--- src/rtl/fetch_unit.sv ---
// Instruction fetch stage: owns the PC, reads instruction memory over req/ack, hands words to the decoder over valid/ready.
// Optional FETCH_PERF_EN adds instr_count and wait_cycles performance counters.
module fetch_unit #(
  parameter logic [31:0] RESET_PC = 32'h0000_0000
) (
  input  logic        clk,
  input  logic        reset,
  output logic        imem_req,
  output logic [31:0] imem_addr,
  input  logic        imem_ack,
  input  logic [31:0] imem_rdata,
  output logic [31:0] instruction,
  output logic        instr_valid,
  input  logic        instr_ready,
  input  logic        is_jump,
  input  logic        is_branch,
  input  logic        branch_taken,
  input  logic [25:0] addr26,
  input  logic [15:0] imm16,
  output logic [31:0] pc,
  output logic [31:0] pc_plus4
`ifdef FETCH_PERF_EN
  ,
  output logic [31:0] instr_count,
  output logic [31:0] wait_cycles
`endif
);

  typedef enum logic [1:0] {S_IDLE, S_REQ, S_HOLD} state_t;

  state_t      state, state_next;
  logic        transfer;
  logic        consume;
  logic [31:0] branch_off;
  logic [31:0] next_pc;

  assign transfer   = imem_req && imem_ack;
  assign consume    = instr_valid && instr_ready;
  assign imem_addr  = pc;
  assign pc_plus4   = pc + 32'd4;
  assign branch_off = {{14{imm16[15]}}, imm16, 2'b00};

  // Jump outranks branch when the decoder flags both.
  always_comb begin
    next_pc = pc_plus4;
    if (is_jump)
      next_pc = {pc_plus4[31:28], addr26, 2'b00};
    else if (is_branch && branch_taken)
      next_pc = pc_plus4 + branch_off;
  end

  always_ff @(posedge clk) begin
    if (reset) state <= S_IDLE;
    else       state <= state_next;
  end

  always_comb begin
    state_next = state;
    case (state)
      S_IDLE: state_next = S_REQ;
      S_REQ:  if (transfer) state_next = S_HOLD;
      S_HOLD: if (consume)  state_next = S_REQ;
      default: state_next = S_IDLE;
    endcase
  end

  always_comb begin
    imem_req    = (state == S_REQ);
    instr_valid = (state == S_HOLD);
  end

  always_ff @(posedge clk) begin
    if (reset) begin
      pc          <= RESET_PC;
      instruction <= '0;
    end else begin
      if (transfer) instruction <= imem_rdata;
      if (consume)  pc          <= next_pc;
    end
  end

`ifdef FETCH_PERF_EN
  always_ff @(posedge clk) begin
    if (reset) begin
      instr_count <= '0;
      wait_cycles <= '0;
    end else begin
      if (consume)                       instr_count <= instr_count + 32'd1;
      if ((state == S_REQ) && !imem_ack) wait_cycles <= wait_cycles + 32'd1;
    end
  end
`endif

endmodule

--- config.mk ---
export PLATFORM = sky130hd
export DESIGN_NAME = fetch_unit
export DESIGN_NICKNAME = d
export VERILOG_FILES = /design/src/rtl/fetch_unit.sv
export SDC_FILE = /design/constraint.sdc
export NUM_CORES = 1
export LEC_CHECK = 0
export BUFFER_PORTS_ARGS = -buffer_cell sky130_fd_sc_hd__buf_2
export CAP_MARGIN = 20
export CORE_MARGIN = 3
export CORE_UTILIZATION = 45
export DETAILED_ROUTE_END_ITERATION = 12
export GPL_TIMING_DRIVEN = 1
export PLACE_DENSITY = 0.86
export SLEW_MARGIN = 20
export SYNTH_ARGS = -nofsm -noshare
export SYNTH_HDL_FRONTEND = slang
export SYNTH_SLANG_ARGS = --single-unit
--- constraint.sdc ---
create_clock -name clk -period 3.6 [get_ports clk]
set_input_delay 0.72 -clock clk [delete_from_list [all_inputs] [get_ports clk]]
set_output_delay 0.72 -clock clk [all_outputs]
set_load 0.05 [all_outputs]
# Yosys cells after proc, flatten, opt, wreduce, memory -nomap -nowiden

Index checks and enable logic that the tools add are counted.

Output and inout port bits: 130
Memories: 0
Word-level logic and storage cells: 19
ROM bits: 0
Input port bits: 81
Latch bits: 0
Memory bits (writable): 0
Flip-flop bits (word level): 66

Add/sub/neg operators: 2
$lt $le $gt $ge: 0
$mul: 0
Bitwise gates (word level): 0
Reduce and logical (&&, ||, !) cells: 5
Shift-type cells: 0
Multiplexer cells: 5
Eq/ne operators: 4
Divide/modulo/power cells: 0

Operators by type and width:

| cell                                                                  | count |
|---|---|
| 32-bit 2-to-1 mux                                                     | 2 |
| 32-bit by 3-bit adder with 32-bit output, second input constant       | 1 |
| 32-bit adder                                                          | 1 |
| 2-bit case mux with 3 select lines                                    | 1 |
| 2-bit 2-to-1 mux                                                      | 2 |
| 2-bit by 1-bit != test with 1-bit output, second input constant       | 2 |
| 1-bit logical AND                                                     | 3 |
| 2-bit by 1-bit equality test with 1-bit output, second input constant | 1 |
| 2-bit equality test, second input constant                            | 1 |
| 2-bit zero test                                                       | 1 |
| 2-bit AND reduction                                                   | 1 |

# Logic depth before layout (Yosys ltp)

Word-level depth: 4
Mapped depth: 17
Gate-level depth less buffers: 17

# Worst setup path after synthesis

Ideal clock, no wire load.

Path kind: register -> register
From: register pc[2] (netlist: imem_addr[2])
To: register pc[31] (netlist: imem_addr[31])
Stages on the path, launching flop included: 18
Slack: -1.292 ns
Clock period less this slack: 4.892 ns
Library setup time: 0.123 ns
Data arrival time: 4.769 ns
Data required time: 3.477 ns
Buffers on the path: 1
Cell sequence: dfxtp_1 > ha_1 > nand3_1 > nor3_1 > and3_1 > xor2_1 > ha_1 > buf_6 > a21o_1 > a21o_1 > a21oi_2 > o21ai_1 > a221o_1 > a21oi_2 > mux2i_1 > nand3_2 > mux2i_1 > mux2_1

Longest elaborated chain between the ends: 4

Ends and longest elaborated chain:

| what                                     | line | source |
|---|---|---|
| from (decl)                              | 20   | `output logic [31:0] pc,` |
| from (signal assigned)                   | 78   | `if (consume) pc <= next_pc;` |
| 32-bit by 3-bit adder with 32-bit output | 40   | `assign pc_plus4 = pc + 32'd4;` |
| via pc_plus4[22]                         | 21   | `output logic [31:0] pc_plus4` |
| 32-bit adder                             | 49   | `next_pc = pc_plus4 + branch_off;` |
| 32-bit 2-to-1 mux                        | 48   | `else if (is_branch && branch_taken)` |
| 32-bit 2-to-1 mux                        | 46   | `if (is_jump)` |

The timed path passes the listed nets, and every way through them passes these cells.
A chain may end at the register's enable or synchronous reset.

# Worst setup path after layout

From: register pc[9] (netlist: imem_addr[9])
To: register pc[31] (netlist: imem_addr[31])

Longest elaborated chain between the ends: 4

Ends and longest elaborated chain:

| what                                       | line |
|---|---|
| 32-bit by 3-bit adder with 32-bit output * | 40 |
| 32-bit adder                               | 49 |
| 32-bit 2-to-1 mux                          | 48 |
| 32-bit 2-to-1 mux *                        | 46 |

Mark *: on every way between the ends. The rest lies on a longest branch, timed or not.

==> flow_metrics.env <==
export IMPL_tightest_slew_ns=0.7062
export IMPL_r2r_slack_ns=-0.02
export IMPL_netlist_area_mm2=0.005171
export IMPL_fin_ws_ns=-0.02311
export IMPL_ios=211
export IMPL_cp_slowest_cell="dfxtp_4"
export IMPL_yosysSeqAreaShare_pct=24.78
export IMPL_initial_utilization_pct=46.88
export IMPL_cts_tree="yes"
export IMPL_grt_overflow_total=0
export IMPL_path_cells="nand4_1 > or2_4 > nor2_4 > nand4_1 > xnor2_4 > ha_4 > nand4_1 > nor4b_2 > a21o_1 > a211oi_4 > o31ai_4 > a21oi_2 > mux2i_1 > nand3_2 > mux2i_1 > mux2_1"
export IMPL_die_area_mm2=0.01281
export IMPL_fin_nets=1019
export IMPL_die_y_um=113.2
export IMPL_path_class="register to register"
export IMPL_period_minus_slack_ns=3.623
export IMPL_wl_per_cell_um=17.50
export IMPL_slowest_delay_ns=0.34
export IMPL_clock_path_buffers=2
export IMPL_power_density_mw_per_mm2=317.0
export IMPL_h_tree_depth=3
export IMPL_cts_hold_buf=0
export IMPL_antenna_found_initial=0
export IMPL_rows=38
export IMPL_gp_congestion=0.9630
export IMPL_hold_path_class="register to register"
export IMPL_cp_num_cells=16
export IMPL_endpoint_kind="register"
export IMPL_dominantRegCellSynth="dfxtp_1"
export IMPL_dp_hpwl_um=14220
export IMPL_via_per_inst=5.659
export IMPL_fin_hold_ws_ns=0.4501
export IMPL_status="complete, but fails checks"
export IMPL_total_power_uw=2279
export IMPL_yosys_area_top_type="dfxtp_1"
export IMPL_synthArstFlopShare_pct=0
export IMPL_clock_sink_count=64
export IMPL_seq_power_share_pct=32.6
export IMPL_required_ns=3.81
export IMPL_path_buf_inv=0
export IMPL_dp_cells=1028
export IMPL_synth_seq_cells=64
export IMPL_drive_gt1_share_pct=38.63
export IMPL_cap_violations=0
export IMPL_power_internal_uw=1563
export IMPL_syn_area_per_cell_um2=7.387
export IMPL_switchingPower_uw=715.9
export IMPL_reg2reg_to="imem_addr[31]"
export IMPL_nFillCells=976
export IMPL_numPortBuffers=204
export IMPL_cp_max_fo=5
export IMPL_drt_iter0_markers=421
export IMPL_vias=5919
export IMPL_grt_setup_unrepaired="true"
export IMPL_swShare_pct=31.41
export IMPL_start_kind="register"
export IMPL_synth_cells=700
export IMPL_placed_cell_area_mm2=0.006731
export IMPL_setup_viol=1
export IMPL_synth_distinct_cells=68
export IMPL_core_area_mm2=0.01103
export IMPL_timing_rr_start="imem_addr[9]"
export IMPL_cp_arrival_ns=3.84
export IMPL_violations="setup timing"
export IMPL_skew_ns=0.008519
export IMPL_firstDrtPassIters=5
export IMPL_worstSetupEndpoint="imem_addr[31]"
export IMPL_finalMaxSlewViolations=0
export IMPL_cts_made_buffers=9
export IMPL_hold_violations=0
export IMPL_yosysWarnings=0
export IMPL_pwr_share_clk_pct=44.4
export IMPL_drcViolationCount=0
export IMPL_p_leak_uw=0.003495
export IMPL_fmax_ghz=0.2760
export IMPL_crit_start="imem_addr[9]"
export IMPL_final_cell_mix="buf_2 (204), nand2_1 (122), a21oi_1 (79)"
export IMPL_die_w_um=113.2
export IMPL_power_frac_comb_pct=23.0
export IMPL_insertion_delay_ns=0.32
export IMPL_max_slew_margin_rel_pct=52.92
export IMPL_critPathTopFamily="simple AND/OR/NAND/NOR gates"
export IMPL_layout_cells_non_filler=1046
export IMPL_final_area_mm2=0.007191
export IMPL_synth_area_leaders="dfxtp_1 (25%), nand2_1 (8.9%), ha_1 (8.7%), a21oi_1 (7.8%), xnor2_1 (5.9%)"
export IMPL_peakVddDrop_uv=271.9
export IMPL_synth_top_area_share_pct=24.78
export IMPL_grt_pass1_wl_um=28640
export IMPL_track_usage_pct=27.46
export IMPL_routed_wl_um=18310
export IMPL_synth_edf_count=0
export IMPL_diodes=0
export IMPL_area_growth_pct=39.05
export IMPL_root_buffer="clkbuf_16"
export IMPL_grt_pass1_vias=5613
export IMPL_path_common_cell="nand4_1"
export IMPL_antenna_left=0
export IMPL_layout_commonest_cell="buf_2"
export IMPL_r2r_worst_path_cells=16
export IMPL_clk_pin_slew_ns=0.06
export IMPL_grt_max_degree=35
export IMPL_fin_crit_sh_pct=100.6
## registers in the layout (all words and copies together), names as in the netlist
| signal | count |
|---|---|
| imem_addr | 30 |
| instruction | 32 |
| state | 2 |
## worst min path at each step
| stage | startpoint | to | slack (ns) | cells past startpoint |
|---|---|---|---|---|
| final | instruction[2] | instruction[2] | 0.45 | 2 |
| after global routing | instruction[2] | instruction[2] | 0.47 | 2 |
| after CTS | instruction[31] | instruction[31] | 0.45 | 2 |
| after detailed placement | instruction[31] | instruction[31] | 0.44 | 2 |
| after global placement | instruction[23] | instruction[23] | 0.44 | 2 |
| after floorplan | state[0] | state[0] | 0.52 | 3 |
## kinds of logic after synthesis
logic type / after synthesis / synth area share (%)
xor+xnor: 54 / 9.146
simple gates: 264 / 23.49
buf+inv: 86 / 9.194
fa+ha+maj: 37 / 9.097
flops: 64 / 24.78
other cells: 1 / 0.07252
compound gates: 189 / 23.23
mux: 5 / 0.9920
## stage by stage
stage / utilization [%] / TNS, ns / setup slack, ns
floorplan: - / -1.044 / -0.3487
global placement: 61.03 / -0.007713 / -0.007713
detailed placement: 61.03 / -0.02609 / -0.02609
CTS: 64.56 / 0 / 0.002200
global route: 65.19 / -0.6022 / -0.1878
finish: 65.19 / -0.02311 / -0.02311
## tightest hold or removal path, stage by stage, from the launching register on
cell	delay [ns]
dfxtp_1	0.30
nand2_1	0.05
a21oi_1	0.05
## layer usage
layer,share of wire (%),global-route usage (%),wire length [um]
met4,2.5,8.574,455
met1,40,35.97,7361
met3,10,5.775,1828
met2,47,45.34,8662
met5,0,0,0
## synthesized netlist by cell type, drive strengths merged (3+ instances only)
master and instances:
inv 17, nand3 16, a31oi 5, clkbuf 28, a22oi 4, o22ai 3
ha 36, nor2b 5, nor4 4, buf 41, dfxtp 64, nor3 22
nand2 124, o21a 3, and4 3, xnor2 35, a21o 16, nor2 58
nand4 10, a21oi 83, o21ai 24, o211ai 13, o211a 3, and2 3
o21bai 7, xor2 19, mux2i 4, a211oi 14, and3 6, or2 3
## power groups by stage
stage	Combinational [uW]	Sequential [uW]	Clock [uW]
floorplan	284	843	0
global placement	507	756	0
detailed placement	512	758	0
CTS	516	742	1020
global route	560	746	1060
finish	524	743	1010
## cell type report
| type | instances | area (um2) | area share (%) |
|---|---|---|---|
| clock buffer | 11 | 264.0 | 3.671 |
| clock inverter | 5 | 85.08 | 1.183 |
| inverter | 17 | 63.81 | 0.8874 |
| multi-input combinational | 555 | 3875 | 53.89 |
| sequential | 64 | 1331 | 18.51 |
| tap | 140 | 175.2 | 2.436 |
| timing repair buffer | 254 | 1396 | 19.42 |
## timing repair
action,in CTS,in global routing
setup endpoints to repair,1,10
cloned,0,0
gates resized for setup,7,14
setup buffers,1,1
pin swaps,2,4
No activity file was read; power rests on OpenSTA's default activity.
